**src/rtl/oh_clkgate_ctrl_if.sv**
```systemverilog
// Request/grant bundle between the requesters and the shared clock-gate controller.
// The master side issues req/force_on; the slave (controller) returns ack, clken and state.
interface oh_clkgate_ctrl_if #(
  parameter int N = 4
);
  logic [N-1:0] req;
  logic         force_on;
  logic [N-1:0] ack;
  logic         clken;
  logic [1:0]   state;

  modport master (
    output req,
    output force_on,
    input  ack,
    input  clken,
    input  state
  );

  modport slave (
    input  req,
    input  force_on,
    output ack,
    output clken,
    output state
  );
endinterface

```
**src/rtl/oh_clkgate_ctrl.sv**
```systemverilog
// Clock-enable controller for one gated clock branch shared by N requesters:
// wake-up settle before granting, idle hysteresis before gating off.
module oh_clkgate_ctrl #(
  parameter int N       = 4,
  parameter int WAKECNT = 2,
  parameter int IDLECNT = 16,
  parameter     PROP    = "DEFAULT"
) (
  input  logic              clk,
  input  logic              nreset,
  oh_clkgate_ctrl_if.slave  bus
);

  localparam int MAXC = (WAKECNT > IDLECNT) ? WAKECNT : IDLECNT;
  localparam int CW   = (MAXC < 1) ? 1 : $clog2(MAXC + 1);

  localparam logic [CW-1:0] WAKE_LD = CW'(WAKECNT);
  localparam logic [CW-1:0] IDLE_LD = CW'(IDLECNT);
  localparam logic [CW-1:0] ONE     = CW'(1);

  typedef enum logic [1:0] {
    S_OFF  = 2'b00,
    S_WAKE = 2'b01,
    S_ON   = 2'b10,
    S_HOLD = 2'b11
  } state_e;

  // The property string only tags the instance; it does not alter behaviour.
  if (PROP != "DEFAULT") begin : g_prop_custom
  end

  state_e         state_q;
  logic           clken_q;
  logic [N-1:0]   ack_q;
  logic [CW-1:0]  cnt_q;

  logic any;
  assign any = (|bus.req) | bus.force_on;

  // NOTE: every output is a flop; ack is never a combinational function of req,
  // so the ICG enable and the grants cannot glitch.
  always_ff @(posedge clk or negedge nreset) begin
    if (!nreset) begin
      state_q <= S_OFF;
      clken_q <= 1'b0;
      ack_q   <= '0;
      cnt_q   <= '0;
    end else begin
      // NOTE: non-blocking assignments throughout, so all decisions in this edge
      // see the pre-edge values of state/counter.
      case (state_q)
        S_OFF: begin
          ack_q <= '0;
          if (any) begin
            clken_q <= 1'b1;
            if (WAKECNT == 0) begin
              state_q <= S_ON;
              ack_q   <= bus.req;
            end else begin
              state_q <= S_WAKE;
              cnt_q   <= WAKE_LD;
            end
          end
        end

        S_WAKE: begin
          // Wake-up is never aborted: the branch must settle before any decision.
          if (cnt_q == ONE) begin
            if (any) begin
              state_q <= S_ON;
              ack_q   <= bus.req;
            end else if (IDLECNT == 0) begin
              state_q <= S_OFF;
              clken_q <= 1'b0;
            end else begin
              state_q <= S_HOLD;
              cnt_q   <= IDLE_LD;
            end
          end else begin
            cnt_q <= cnt_q - ONE;
          end
        end

        S_ON: begin
          ack_q <= bus.req;
          if (!any) begin
            ack_q <= '0;
            if (IDLECNT == 0) begin
              state_q <= S_OFF;
              clken_q <= 1'b0;
            end else begin
              state_q <= S_HOLD;
              cnt_q   <= IDLE_LD;
            end
          end
        end

        S_HOLD: begin
          // A new request wins over counter expiry; the clock never stopped.
          if (any) begin
            state_q <= S_ON;
            ack_q   <= bus.req;
          end else if (cnt_q == ONE) begin
            state_q <= S_OFF;
            clken_q <= 1'b0;
          end else begin
            cnt_q <= cnt_q - ONE;
          end
        end

        default: begin
          state_q <= S_OFF;
          clken_q <= 1'b0;
          ack_q   <= '0;
        end
      endcase
    end
  end

  assign bus.ack   = ack_q;
  assign bus.clken = clken_q;
  assign bus.state = state_q;

endmodule
```
**src/flat_wrapper.sv**
```systemverilog
// flat-port wrapper written by rule: the top's interface ports become plain ports
module oh_clkgate_ctrl_flat 
#(
  parameter int N       = 4,
  parameter int WAKECNT = 2,
  parameter int IDLECNT = 16,
  parameter     PROP    = "       "
)
  (clk, nreset, bus_req, bus_force_on, bus_ack, bus_clken, bus_state);
  oh_clkgate_ctrl_if #(.N(N)) bus_i ();
  input  logic clk;
  input  logic nreset;
  input wire logic [$bits(bus_i.req)-1:0] bus_req;
  input wire logic [$bits(bus_i.force_on)-1:0] bus_force_on;
  output wire logic [$bits(bus_i.ack)-1:0] bus_ack;
  output wire logic [$bits(bus_i.clken)-1:0] bus_clken;
  output wire logic [$bits(bus_i.state)-1:0] bus_state;
  assign bus_i.req = bus_req;
  assign bus_i.force_on = bus_force_on;
  assign bus_ack = bus_i.ack;
  assign bus_clken = bus_i.clken;
  assign bus_state = bus_i.state;
  oh_clkgate_ctrl #(.N(N), .WAKECNT(WAKECNT), .IDLECNT(IDLECNT), .PROP(PROP)) u_core (.clk(clk), .nreset(nreset), .bus(bus_i));
endmodule
```
**config.mk**
```make
export PLATFORM = sky130hd
export DESIGN_NAME = oh_clkgate_ctrl_flat
export DESIGN_NICKNAME = d
export VERILOG_FILES = /design/src/rtl/oh_clkgate_ctrl_if.sv /design/src/rtl/oh_clkgate_ctrl.sv /design/src/flat_wrapper.sv
export SDC_FILE = /design/constraint.sdc
export NUM_CORES = 1
export LEC_CHECK = 0
export ABC_AREA = 1
export ABC_CLOCK_PERIOD_IN_PS = 1700
export CELL_PAD_IN_SITES_DETAIL_PLACEMENT = 1
export CELL_PAD_IN_SITES_GLOBAL_PLACEMENT = 1
export CORE_MARGIN = 2
export CORE_UTILIZATION = 28
export DETAILED_ROUTE_END_ITERATION = 8
export PLACE_DENSITY = 0.65
export SLEW_MARGIN = 20
export SYNTH_ARGS = -nofsm -noshare
export SYNTH_HDL_FRONTEND = slang
export SYNTH_SLANG_ARGS = --single-unit
```
**constraint.sdc**
```tcl
create_clock -name clk -period 1.7 [get_ports clk]
set_input_delay 0.34 -clock clk [delete_from_list [all_inputs] [get_ports clk]]
set_output_delay 0.34 -clock clk [all_outputs]
set_load 0.05 [all_outputs]
```
# Yosys cells after proc, flatten, opt, wreduce, memory -nomap -nowiden
# Index checks and enable logic that the tools add are counted.
# word_totals
wordCells	44
regBits	12
output_inout_bits	7
input_bits	7
# op_classes
bitwise	1
n_eq_ne	11
n_mux	21
reduce_logical	6
addsub	1
# ops
operator	n
$mux W5	5
$pmux W5 S4	1
$pmux W4 S4	1
$mux W4	3
$mux W2	5
$pmux W2 S4	1
$reduce_and A4 Y1	2
$ne A2 B1 Y1 const B	3
$ne A2 B2 Y1 const B	3
$eq A5 B1 Y1 const B	1
$sub A5 B1 Y5 const B	1
$eq A2 B2 Y1 const B	2
$mux W1	4
$reduce_or A4 Y1	1
$ne A3 B1 Y1 const B	1
$reduce_and A3 Y1	1
$eq A2 B1 Y1 const B	1
$logic_not A2 Y1	1
$pmux W1 S2	1
$reduce_bool A2 Y1	1
$or A1 B1 Y1	1

# Depth between registers and ports, before layout
# depth
ltp_word	5
ltp_mapped	12
depth_no_buf	12

# Worst setup path before layout
# Ideal clock, no wire load.
# synth_path
path_type	reg2reg
from	register u_core.state_q[0], in the netlist u_core.bus.state[0]
to	register u_core.cnt_q[0]
stages_incl_launch_ff	8
n_path_buf	0
arrival_time_ns	1.368
path_slack_ns	0.216
cell_sequence	dfrtp_1 inv_2 nand2_2 nor2_4 nor2_8 inv_4 nand2_1 nand2_1
# synth_via
elab_chain_len	3
# synth_rtl
item	line_no	rtl
start: declaration	oh_clkgate_ctrl.sv:32	state_e state_q;
start signal: assignment	oh_clkgate_ctrl.sv:44	state_q <= S_OFF;
start signal: assignment	oh_clkgate_ctrl.sv:57	state_q <= S_ON;
start signal: assignment	oh_clkgate_ctrl.sv:60	state_q <= S_WAKE;
$eq A2 B2 Y1 or $logic_not A2 Y1 (tied branches)	oh_clkgate_ctrl.sv:51	case (state_q)
$ne A2 B2 Y1 (no line) or $ne A2 B1 Y1 (tied branches)	--	
$reduce_and A3 Y1 (no line)	--	
end signal: assignment	oh_clkgate_ctrl.sv:80	cnt_q <= cnt_q - ONE;
end signal: assignment	oh_clkgate_ctrl.sv:107	cnt_q <= cnt_q - ONE;
end: declaration	oh_clkgate_ctrl.sv:35	logic [CW-1:0] cnt_q;
# Parallel ways exist; a longest one is shown, timed or not.
# A chain may end at the register's enable or synchronous reset.

# Worst setup path after layout
# layout_path
from	register u_core.cnt_q[1]
to	register u_core.clken_q, in the netlist u_core.bus.clken
# layout_via
elab_chain_len	3
# layout_rtl
item	line_no	rtl
$eq A5 B1 Y1	oh_clkgate_ctrl.sv:103	end else if (cnt_q == ONE) begin
$ne A2 B1 Y1 (no line)	--	
$reduce_and A4 Y1 (no line)	--	
end signal: assignment	oh_clkgate_ctrl.sv:90	clken_q <= 1'b0;
end signal: assignment	oh_clkgate_ctrl.sv:105	clken_q <= 1'b0;
end signal: assignment	oh_clkgate_ctrl.sv:113	clken_q <= 1'b0;
end: declaration	oh_clkgate_ctrl.sv:33	logic clken_q;
# Every way passes these cells.

==> out/summary.txt <==
status - complete, no violations
Rel. slew slack - 75.18%
GPL Wtd Cong - 0.7778
P per Cell Area - 944.9 nW/um2
Pins Over Slew Limit - 0
CP max stage cell - dfrtp_1
Most common cell on crit path - nand2_1
initial antenna violation count - 0
drt drc - 0
Layout area overhead - 28.15%
YS warnings - 0
CP cell instances - inv_2 -> ha_1 -> inv_1 -> nor2_2 -> nand2_2 -> inv_2 -> nand2_1 -> nand2_1 -> o211ai_1 -> nand2_1 -> nand2_1
Max Fclk - 0.6645 GHz
die extent in x - 59.21 um
first-pass GRT wire length - 4043 um
largest net degree at the start of global routing - 13
1st-iter DRT viols - 23
IO Pins - 14
WL final - 2229 um
final hold viol count - 0
RSZ-0062 raised after global routing - false
Yosys top cell area share - 35.19%
layout cells sized above 1 - 26.57%
Max FO, Critical Path - 3
Avg Inst Size Synth - 6.938 um2
commonest cells after routing, fill and taps aside - nand2_1 (52), dfrtp_1 (12), nand3_1 (10), buf_4 (9), inv_1 (7)
Via density - 4.784
Buf/Inv on CP - 3
Post-CTS Hold Buffers - 0
ant diodes - 0
Startpoint Class - flop
syn_nets - 132
commonest non-fill, non-tap cell in the layout - nand2_1
reg-to-reg critical path startpoint - u_core.cnt_q[1]
fillers - 395
CTS tree - yes
Hold Crit Class - input pin to asynchronous set/reset pin
critical path arrival - 1680 ps
GRT Total Usage - 15.26%
skew final - 0.5604 ps
non-filler cells in the finished layout - 176
clock slew seen by the registers of the worst setup and hold paths - 80 ps
Site Rows - 20
first-pass iteration count of the detailed router - 4
dpl cells - 172
Top Family by Delay on Critical Path - simple AND/OR/NAND/NOR gates
endpoint class of the critical path - flop
WS Path Type - flop to flop
Layout Nets - 153
post-synthesis sequential area ratio - 35.19%
cell area after layout - 1094 um2
Placed Area - 1055 um2
period utilization - 88.52%
H-Tree Depth - 1
synth top area cells - dfrtp_1 (35%), nand2_1 (23%), nand3_1 (5.9%)
r2r endpoint - u_core.bus.clken
R2R setup slack - 200 ps
Initial Util - 28.66%
Worst VDD drop - 272.6 uV
vias in the first global route - 901
CTS Buffer Depth - 2
LEAKAGE - 0.5685 nW
vias - 842
CORE AREA - 2978 um2
crit path time final - 1505 ps
later-pin clock latency in the skew report - 280 ps
Die Y - 59.21 um
DR WL/cell - 12.66 um
Synth area leader - dfrtp_1
Post-Syn Instances - 123
worst r2r path cells - 11
CTS root buf - clkbuf_4
MaxCap Viol Count - 0
synthesized cell area - 853.3 um2
die area - 3505 um2
actual slew at the worst max-slew pin - 372.3 ps
final core utilization - 36.72%
Clock Sink Count - 12
ANT nets after route - 0
CP peak stage delay - 430 ps
port bufs - 13
setup violators final - 0
Setup TNS Final - 0 ps
detailed placement HPWL - 1846 um
gr ovfl total - 0
post-synthesis register bit count - 12
Unique masters post-synth - 22
total power - 1.033 mW
Num CTS Buffers - 3
worst path required time - 1880 ps
worst register-to-register path, cell delays in order, from the launching register on:
cell and delay, ps:
dfrtp_1 430, inv_2 90, ha_1 130, inv_1 50, nor2_2 120, nand2_2 110, inv_2 100, nand2_1 70
nand2_1 90, o211ai_1 90, nand2_1 70, nand2_1 50
metal layers:
| layer | GRT usage [%] | vias to the layer above | routed length [um] |
|---|---|---|---|
| li1 | - | 419 | - |
| met1 | 18.73 | 399 | 1012 |
| met2 | 26.69 | 20 | 1101 |
| met3 | 3.493 | 4 | 92 |
| met4 | 3.896 | 0 | 23 |
| met5 | 0 | - | 0 |
synth_stat cells:
cell / n
nand2_1: 52
dfrtp_1: 12
nand3_1: 10
inv_1: 8
nor2_1: 7
nand2_2: 6
inv_2: 5
o21ai_1: 5
nor2_2: 3
ha_1: 2
nor2_4: 2
buf_4: 1
clkinv_1: 1
inv_4: 1
nand2_4: 1
nand3_2: 1
nand3b_1: 1
nor2_8: 1
o211ai_1: 1
o21ai_0: 1
o21ai_4: 1
xor2_1: 1
where the power goes:
part	total [mW]	switching [mW]	internal [mW]
registers	0.399	0.0646	0.335
clock network	0.237	0.107	0.130
logic	0.397	0.246	0.151
layout make-up:
cell class | count | area, um2 | share of cell area (%)
clock buffer | 4 | 36.28 | 3.318
tap | 33 | 41.29 | 3.776
timing repair buffer | 17 | 167.7 | 15.33
inverter | 15 | 58.81 | 5.378
sequential | 12 | 300.3 | 27.46
multi-input combinational | 95 | 489.2 | 44.74
registers in the layout, indices dropped and copies added (netlist names):
name / cells
u_core.bus.state: 2
u_core.bus.ack: 4
u_core.bus.clken: 1
u_core.cnt_q: 5
per-stage QoR:
step / hold slack [ps] / setup slack, ps
global route: 356.8 / 40.77
CTS: 368.7 / 77.87
detailed placement: 475.6 / 48.73
global placement: 456.2 / 72.72
floorplan: 44.41 / 215.8
finish: 363.5 / 195.1
worst max path at each step:
stage,from,to,cells past startpoint
global route,u_core.cnt_q[1],u_core.bus.clken,11
finish,u_core.cnt_q[1],u_core.bus.clken,11
floorplan,u_core.bus.state[0],u_core.cnt_q[0],7
global placement,bus_req[2],u_core.cnt_q[0],9
detailed placement,bus_req[2],u_core.cnt_q[2],9
CTS,u_core.cnt_q[1],u_core.bus.clken,11
logic make-up (layout without fill, tap and decap cells):
kind of cell | count (synthesis) | after routing | synth area share [%]
flops | 12 | 12 | 35.19
compound gates | 8 | 8 | 6.305
buf+inv | 16 | 36 | 7.772
fa+ha+maj | 2 | 2 | 2.932
xor+xnor | 1 | 1 | 1.027
simple gates | 84 | 84 | 46.78
timing repair:
item,in CTS,in global routing
endpoints found under the hold margin,0,0
resized for setup,0,2
setup endpoints to repair,0,5
setup buffers,0,0
(Power assumes the default switching activity.)
